### config.mk
export PLATFORM = sky130hd
export DESIGN_NAME = rx78_bitmap_fetch
export DESIGN_NICKNAME = d
export VERILOG_FILES = /design/src/rtl/rx78_video_pkg.sv /design/src/rtl/rx78_plane_shifter.sv /design/src/rtl/rx78_bitmap_fetch.sv
export SDC_FILE = /design/constraint.sdc
export NUM_CORES = 1
export LEC_CHECK = 0
export BUFFER_PORTS_ARGS = -buffer_cell sky130_fd_sc_hd__buf_2
export CELL_PAD_IN_SITES_DETAIL_PLACEMENT = 1
export CELL_PAD_IN_SITES_GLOBAL_PLACEMENT = 1
export CORE_AREA = 3 3 96 98
export CTS_BUF_LIST = sky130_fd_sc_hd__clkbuf_8 sky130_fd_sc_hd__clkbuf_16
export DETAILED_ROUTE_END_ITERATION = 10
export DIE_AREA = 0 0 99 101
export GPL_TIMING_DRIVEN = 0
export PLACE_DENSITY = 0.84
export SLEW_MARGIN = 10
export SYNTH_ARGS = -nofsm -noshare
export SYNTH_HDL_FRONTEND = slang
export SYNTH_SLANG_ARGS = --single-unit
export TNS_END_PERCENT = 10
### constraint.sdc
create_clock -name clk -period 4.6 [get_ports clk]
set_input_delay 0.23 -clock clk [delete_from_list [all_inputs] [get_ports clk]]
set_output_delay 0.23 -clock clk [all_outputs]
set_load 0.01 [all_outputs]
### src/rtl/rx78_video_pkg.sv
// Shared window constants and fetch FSM encoding for the RX-78 bitmap video path.
package rx78_video_pkg;

  localparam int BMP_W                = 192;
  localparam int BMP_H                = 184;
  localparam int BYTES_PER_LINE       = 24;
  localparam int NUM_PLANES           = 3;
  localparam int DEFAULT_PLANE_STRIDE = 'h1200;

  typedef enum logic [2:0] {
    IDLE,
    REQ0,
    REQ1,
    REQ2,
    CAP
  } fetch_state_t;

endpackage

### src/rtl/rx78_plane_shifter.sv
// One bitplane's 8-bit load/shift register; bit 0 is the leftmost pixel of the group.
module rx78_plane_shifter (
  input  logic       clk,
  input  logic       reset,
  input  logic       i_load,
  input  logic [7:0] i_data,
  output logic       o_bit
);

  logic [7:0] r_shift;

  always_ff @(posedge clk) begin
    if (reset) begin
      r_shift <= 8'd0;
    end else if (i_load) begin
      r_shift <= i_data;
    end else begin
      r_shift <= {1'b0, r_shift[7:1]};
    end
  end

  assign o_bit = r_shift[0];

endmodule

### src/rtl/rx78_bitmap_fetch.sv
// Bitmap fetch/shift stage: prefetches three bitplane bytes per 8-pixel group and shifts out palette indices.
// Optional border colour outside the window is enabled with `define RX78_BORDER_COLOR_EN.
module rx78_bitmap_fetch
  import rx78_video_pkg::*;
#(
  parameter int X_START      = 32,
  parameter int Y_START      = 20,
  parameter int PLANE_STRIDE = DEFAULT_PLANE_STRIDE
) (
  input  logic        clk,
  input  logic        reset,
  input  logic [8:0]  hcount,
  input  logic [8:0]  vcount,
  input  logic        hb,
  input  logic        vb,
  output logic [14:0] vram_addr,
  output logic        vram_rd,
  input  logic [7:0]  vram_data,
  input  logic [2:0]  border,
  output logic [2:0]  pix,
  output logic        pix_active,
  output logic        hb_o,
  output logic        vb_o
);

  localparam logic [14:0] STRIDE15 = 15'(PLANE_STRIDE);

  fetch_state_t r_state, w_state_nxt;
  logic [14:0] r_vram_addr, w_addr_nxt, r_base, w_base, w_row15;
  logic        r_vram_rd, w_rd_nxt;
  logic        r_line_ok, r_active, r_hb, r_vb;
  logic [2:0]  r_border, w_border_nxt;
  logic [7:0]  r_hold [NUM_PLANES];
  logic [NUM_PLANES-1:0] w_bits;
  logic [9:0]  w_hc, w_vc;
  logic [7:0]  w_row;
  logic [4:0]  w_k;
  logic        w_row_act, w_in_win, w_load, w_fetch_start;

  assign w_hc  = {1'b0, hcount};
  assign w_vc  = {1'b0, vcount};
  assign w_row = 8'(w_vc - 10'(Y_START));
  assign w_k   = 5'((w_hc - 10'(X_START - 8)) >> 3);

  // Window decode is gated by line_ok so a line entered mid-way after reset shows nothing.
  assign w_row_act = (w_vc >= 10'(Y_START)) && (w_vc < 10'(Y_START + BMP_H));
  assign w_in_win  = r_line_ok && w_row_act &&
                     (w_hc >= 10'(X_START)) && (w_hc < 10'(X_START + BMP_W));
  assign w_load    = w_in_win && (3'(w_hc - 10'(X_START)) == 3'd0);
  assign w_fetch_start = r_line_ok && w_row_act &&
                         (w_hc >= 10'(X_START - 8)) &&
                         (w_hc < 10'(X_START - 8 + 8 * BYTES_PER_LINE)) &&
                         (3'(w_hc - 10'(X_START - 8)) == 3'd0);

  assign w_row15 = 15'(w_row);
  assign w_base  = (w_row15 << 4) + (w_row15 << 3) + 15'(w_k);

  always_comb begin
    w_state_nxt = r_state;
    w_rd_nxt    = 1'b0;
    w_addr_nxt  = r_vram_addr;
    unique case (r_state)
      IDLE: begin
        if (w_fetch_start) begin
          w_state_nxt = REQ0;
          w_rd_nxt    = 1'b1;
          w_addr_nxt  = w_base;
        end
      end
      REQ0: begin
        w_state_nxt = REQ1;
        w_rd_nxt    = 1'b1;
        w_addr_nxt  = r_base + STRIDE15;
      end
      REQ1: begin
        w_state_nxt = REQ2;
        w_rd_nxt    = 1'b1;
        w_addr_nxt  = r_base + (STRIDE15 << 1);
      end
      REQ2:    w_state_nxt = CAP;
      CAP:     w_state_nxt = IDLE;
      default: w_state_nxt = IDLE;
    endcase
  end

`ifdef RX78_BORDER_COLOR_EN
  assign w_border_nxt = (!w_in_win && !hb && !vb) ? border : 3'd0;
`else
  logic w_unused_border;
  assign w_unused_border = ^border;
  assign w_border_nxt    = 3'd0;
`endif

  // Read data trails vram_rd by one cycle, so each plane is captured one state after its request.
  always_ff @(posedge clk) begin
    if (reset) begin
      r_state     <= IDLE;
      r_vram_addr <= 15'd0;
      r_vram_rd   <= 1'b0;
      r_base      <= 15'd0;
      r_line_ok   <= 1'b0;
      r_active    <= 1'b0;
      r_border    <= 3'd0;
      r_hb        <= 1'b1;
      r_vb        <= 1'b1;
      for (int p = 0; p < NUM_PLANES; p++) r_hold[p] <= 8'd0;
    end else begin
      r_state     <= w_state_nxt;
      r_vram_addr <= w_addr_nxt;
      r_vram_rd   <= w_rd_nxt;
      if (hcount == 9'd0) r_line_ok <= 1'b1;
      if (r_state == IDLE && w_fetch_start) r_base <= w_base;
      case (r_state)
        REQ1:    r_hold[0] <= vram_data;
        REQ2:    r_hold[1] <= vram_data;
        CAP:     r_hold[2] <= vram_data;
        default: ;
      endcase
      r_active <= w_in_win;
      r_border <= w_border_nxt;
      r_hb     <= hb;
      r_vb     <= vb;
    end
  end

  for (genvar p = 0; p < NUM_PLANES; p++) begin : g_plane
    rx78_plane_shifter u_shifter (
      .clk   (clk),
      .reset (reset),
      .i_load(w_load),
      .i_data(r_hold[p]),
      .o_bit (w_bits[p])
    );
  end

  assign vram_addr  = r_vram_addr;
  assign vram_rd    = r_vram_rd;
  assign pix        = r_active ? w_bits : r_border;
  assign pix_active = r_active;
  assign hb_o       = r_hb;
  assign vb_o       = r_vb;

endmodule

* After elaboration in Yosys (flattened, before gate mapping) *
Memory sizes are Yosys's and may differ from the RTL's.
Index checks and enable logic that the tools add are counted.

storage, ports and cells
  register bits = 62
  RAM bits = 24
  input port bits = 33
  output and inout port bits = 22
  word-level logic and storage cells = 78
  memories kept = 1

memory list
  name    words  bits a word  read ports  clocked after memory_dff  write ports  line                     source
  r_hold  3      8            3           0                         3            rx78_bitmap_fetch.sv:33  logic [7:0] r_hold [NUM_PLANES];

cells by class
  add/sub/neg operators = 7
  magnitude comparators = 6
  eq/ne operators = 5
  mux-type cells = 24
  bitwise logic cells = 4
  reductions and logical operators = 17

operator list
  cell                                                               number
  one-hot mux 15 bit (3 select lines)                                1
  less-than comparator 9 x 8 -> 1 bit, second input constant         3
  2-to-1 mux 8 bit                                                   3
  2-to-1 mux 7 bit                                                   3
  greater-or-equal comparator 9 x 5 -> 1 bit, second input constant  2
  subtractor 8 x 5 -> 8 bit, second input constant                   2
  adder 15 x 13 -> 15 bit, second input constant                     1
  adder 15 x 14 -> 15 bit, second input constant                     1
  2-to-1 mux 15 bit                                                  1
  adder 13 x 5 -> 14 bit                                             1
  adder 12 x 11 -> 13 bit                                            1
  2-to-1 mux 1 bit                                                   12
  one-hot mux 3 bit (4 select lines)                                 1
  greater-or-equal comparator 9 x 6 -> 1 bit, second input constant  1
  logical AND 1 bit                                                  9
  zero test 3 bit                                                    3
  zero test 9 bit                                                    1
  == test 3 x 2 -> 1 bit, second input constant                      2
  2-to-1 mux 3 bit                                                   2
  OR reduction 2 bit                                                 2
  == test 3 x 1 -> 1 bit, second input constant                      1
  == test 3 bit, second input constant                               1
  bitwise OR 1 bit                                                   3
  nonzero test 3 bit                                                 1
  other kinds (5)                                                    5

* Logic depth before layout (Yosys ltp) *
  depth in word-level cells = 8
  depth in mapped cells = 13

* By module *
From an unflattened synthesis, not the netlist that was laid out.

second synthesis, totals
  cells, all modules = 391
  area total of the unflattened synthesis = 3936.3 µm²

modules (own cells, without submodules)
  module              times used  cells each  area an instance (µm²)  seq. area each (µm²)
  rx78_bitmap_fetch   1           316         3088.0                  1441.4
  rx78_plane_shifter  3           25          282.8                   160.2

* Least setup slack after synthesis *
Ideal clock, no wire load.

  kind = input port to flip-flop
  start point = in hcount[3]
  end point = reg r_vram_addr[10], in the netlist vram_addr[10]
  setup time = 59 ps
  arrival = 2838 ps
  data required time = 4541 ps
  path slack = 1703 ps
  stages = 13
  cell sequence = ha_1 -> nor3_1 -> xnor2_1 -> fa_1 -> inv_1 -> ha_1 -> inv_1 -> fa_1 -> nor2b_1 -> o221ai_1 -> a21bo_2 -> a311oi_1 -> o221a_2

on the way
  word-level cells in the longest chain between the ends = 6
  elaborated cells on any way between the ends = 11
  classes of those cells = add/sub (2); order compare (2); eq/ne (1); mux (2); reduce/logical (4)

RTL lines
  item                                                                            line                      source
  start: declaration                                                              rx78_bitmap_fetch.sv:12   input logic [8:0] hcount,
  parallel branches: the longest is 6 deep, another holds adder 13 x 5 -> 14 bit  n/a
  end signal: assignment                                                          rx78_bitmap_fetch.sv:109  r_vram_addr <= w_addr_nxt;
  end: declaration                                                                rx78_bitmap_fetch.sv:29   logic [14:0] r_vram_addr, w_addr_nxt, r_base, w_base, w_row15;

Parallel ways; which one is timed is not known. The select of a mux whose other input is x is not followed.
A chain may end at the register's enable or synchronous reset.

* Final worst setup path *
Ends and elaborated chain as after synthesis.

==> flow_metrics.env <==
export IMPL_status="finished, final reports clean"
export IMPL_cts_sinks=84
export IMPL_core_area_um2=8550
export IMPL_grt_util_met2_pct=38.3
export IMPL_ios=55
export IMPL_ys_seq_elements=84
export IMPL_holdBufCountCts=0
export IMPL_min_path_cells=2
export IMPL_fillCellCount=962
export IMPL_crit_fanout=5
export IMPL_relSlewSlack_pct=37.3
export IMPL_drt_total_wl_um=10400
export IMPL_cts_setup_buffers=0
export IMPL_whs_ns=0.0519
export IMPL_tightest_slew_ns=0.931
export IMPL_die_x_um=99
export IMPL_wl_per_cell_um=18.6
export IMPL_cp_required_ns=4.91
export IMPL_drt_iter0_drc=132
export IMPL_syn_area_um2=3990
export IMPL_gp_congestion=0.851
export IMPL_startpoint_type="primary input"
export IMPL_hold_violations=0
export IMPL_dp_final_hpwl_um=7570
export IMPL_grt_pass1_wl_um=17000
export IMPL_drc=0
export IMPL_syn_inst=386
export IMPL_cap_violations=0
export IMPL_grt_util_all_layers_pct=21.8
export IMPL_dieArea_um2=10000
export IMPL_antenna_found_initial=0
export IMPL_synth_area_leaders="dfxtp_1 (30%), edfxtp_1 (18%), mux2i_1 (9.5%), ha_1 (6.6%), nor2_1 (4.2%)"
export IMPL_die_h_um=101
export IMPL_hold_end="vb_o$_SDFF_PP1_"
export IMPL_seq_area_frac_synth_pct=48.2
export IMPL_rr_startpoint="r_line_ok$_SDFFE_PP0N_"
export IMPL_grtUsageMet1_pct=26.4
export IMPL_cts_max_level=3
export IMPL_n_antenna_cell=0
export IMPL_netlist_area_leader_share_pct=30.1
export IMPL_synthDistinctLibCells=56
export IMPL_r2r_cells=6
export IMPL_post_place_ws_ns=1.08
export IMPL_via_per_inst=5.72
export IMPL_yosys_most_used_dff="dfxtp_1"
export IMPL_vias=3208
export IMPL_grt_ovfl_total=0
export IMPL_slew_viol_final=0
export IMPL_hold_class="in -> reg"
export IMPL_cts_made_buffers=9
export IMPL_synth_edf_count=24
export IMPL_initial_core_util_pct=46.6
export IMPL_cts_tree="built"
export IMPL_synth_most_common_cell="dfxtp_1"
export IMPL_cts_resized=0
export IMPL_fin_ws_ns=1.41
export IMPL_fin_skew_ns=0.00806
export IMPL_async_flop_share_pct=0
export IMPL_reg2reg_to="g_plane[0].u_shifter.r_shift[5]$_SDFF_PP0_"
export IMPL_finalCriticalPeriod_ns=3.19
export IMPL_setup_viol=0
export IMPL_clk_latency_ns=0.36
export IMPL_cp_end_kind="flip-flop"
export IMPL_row_count=34
export IMPL_reg2reg_setup_slack_ns=2.48
export IMPL_vdd_ir_drop_worst_mv=0.192
export IMPL_yosysTopAreaCell="dfxtp_1"
export IMPL_synth_common_cells="dfxtp_1 (60), nor2_1 (45), mux2i_1 (38)"
export IMPL_p_leak_nw=1.91
export IMPL_first_global_vias=3401
export IMPL_grt_start_max_net_pins=16
export IMPL_area_growth_pct=15.5
export IMPL_port_buffers=50
export IMPL_postRouteAntennaNets=0
export IMPL_yosys_warnings=0
export IMPL_rsz0062_at_grt="no"
export IMPL_hp_start="vb"
export IMPL_fin_crit_sh_pct=69.3
export IMPL_grt_busiest_layer="met2"
export IMPL_clk_pin_slew_ns=0.09
export IMPL_syn_num_nets=442
export IMPL_drtPass1Iterations=4
export IMPL_synth_avg_cell_area_um2=10.3
export IMPL_clockBufferDepth=2
export IMPL_clockRootBuffer="clkbuf_8"
export IMPL_nets=504
export IMPL_drive_gt1_share_pct=18.5
export IMPL_fin_tns_setup_ns=0
export IMPL_fmax_mhz=314
export IMPL_power_density_nw_per_um2=341
export IMPL_final_core_util_pct=53.9
export IMPL_critPathKind="in -> reg"
export IMPL_met3_usage_pct=5.40
export IMPL_worstPathArrival_ns=3.49
worst max-delay path: stages:
cell and delay (ns):
buf_2 0.14, ha_1 0.27, nor3_1 0.22, xnor2_1 0.20, fa_1 0.47, inv_1 0.07, ha_1 0.16, inv_1 0.06
fa_1 0.41, nor2b_1 0.18, o221ai_1 0.22, a21bo_2 0.27, a311oi_1 0.35, o221a_2 0.24
cell type report:
| class | count | area [um^2] | area share (%) |
|---|---|---|---|
| tap | 108 | 135 | 2.93 |
| timing repair buffer | 51 | 258 | 5.60 |
| clock buffer | 11 | 163 | 3.53 |
| buffer | 18 | 95.1 | 2.06 |
| clock inverter | 5 | 63.8 | 1.39 |
| inverter | 22 | 82.6 | 1.79 |
| multi-input combinational | 262 | 1890 | 41.0 |
| sequential | 84 | 1920 | 41.7 |
power by group:
| group | total (mW) | switching, mW | internal, mW | leakage, nW |
|---|---|---|---|---|
| logic | 0.216 | 0.131 | 0.0856 | 1.06 |
| registers | 0.769 | 0.00256 | 0.767 | 0.731 |
| clock network | 0.586 | 0.281 | 0.305 | 0.114 |
| total | 1.57 | 0.414 | 1.16 | 1.91 |
flip-flops by register name (all words and copies together), names as in the netlist:
register and flops:
pix_active 1, r_state 3, hb_o 1, vram_rd 1
vb_o 1, r_hold 24, vram_addr 15, r_base 13
r_line_ok 1, g_plane.u_shifter.r_shift 24
routing by layer:
metal,up-vias,wire length (um)
li1,1515,-
met3,15,567
met4,0,182
met2,90,5260
met1,1588,4430
met5,-,0
placed cells by master, fill, tap and decap left out, drive strengths merged, types with 2 or more instances in the layout:
master | Yosys | routed
dfxtp | 60 | 60
buf | 6 | 57
nor2 | 45 | 45
mux2i | 38 | 38
inv | 22 | 25
edfxtp | 24 | 24
a21oi | 23 | 23
clkbuf | 12 | 23
ha | 21 | 21
o21ai | 15 | 15
and2 | 11 | 11
a211oi | 11 | 11
nand2 | 9 | 9
nand3 | 9 | 9
xnor2 | 8 | 8
nor3 | 7 | 7
and3 | 6 | 6
nor4 | 5 | 5
xor2 | 4 | 4
or2 | 4 | 4
o22ai | 4 | 4
nand2b | 3 | 3
a311oi | 3 | 3
o211ai | 2 | 2
a31oi | 2 | 2
nor2b | 2 | 2
a21o | 2 | 2
and4 | 2 | 2
o21a | 2 | 2
o221a | 2 | 2
nand4 | 2 | 2
fa | 2 | 2
or3 | 2 | 2
a41oi | 2 | 2
metrics by stage:
stage	std cells	instance area, um^2	power [mW]
3_3_place_gp	544	4370	0.989
2_1_floorplan	386	3990	0.933
4_1_cts	560	4600	1.58
3_5_place_dp	544	4370	0.999
6_report	561	4610	1.57
5_1_grt	561	4610	1.64
worst max-delay path by stage:
stage / cells after the start / to / slack, ns / startpoint
detailed placement: 14 / vram_addr[10]$_SDFFE_PP0P_ / 1.08 / hcount[3]
CTS: 14 / vram_addr[10]$_SDFFE_PP0P_ / 1.45 / hcount[3]
floorplan: 13 / vram_addr[10]$_SDFFE_PP0P_ / 1.70 / hcount[3]
global route: 14 / vram_addr[10]$_SDFFE_PP0P_ / 1.27 / hcount[3]
global placement: 14 / vram_addr[10]$_SDFFE_PP0P_ / 1.24 / hcount[3]
finish: 14 / vram_addr[10]$_SDFFE_PP0P_ / 1.41 / hcount[3]
cell families (layout without fill, tap and decap cells):
| group | Yosys count | count (layout) | share of synthesized area [%] |
|---|---|---|---|
| and+or+nand+nor | 110 | 110 | 14.1 |
| DFF | 84 | 84 | 48.2 |
| AOI/OAI and AO/OA | 79 | 79 | 13.5 |
| buffers and inverters | 40 | 107 | 4.46 |
| muxes | 38 | 38 | 9.54 |
| adders and majority gates | 23 | 23 | 7.60 |
| xor gates and xnor gates | 12 | 12 | 2.64 |
(Power assumes the default switching activity.)
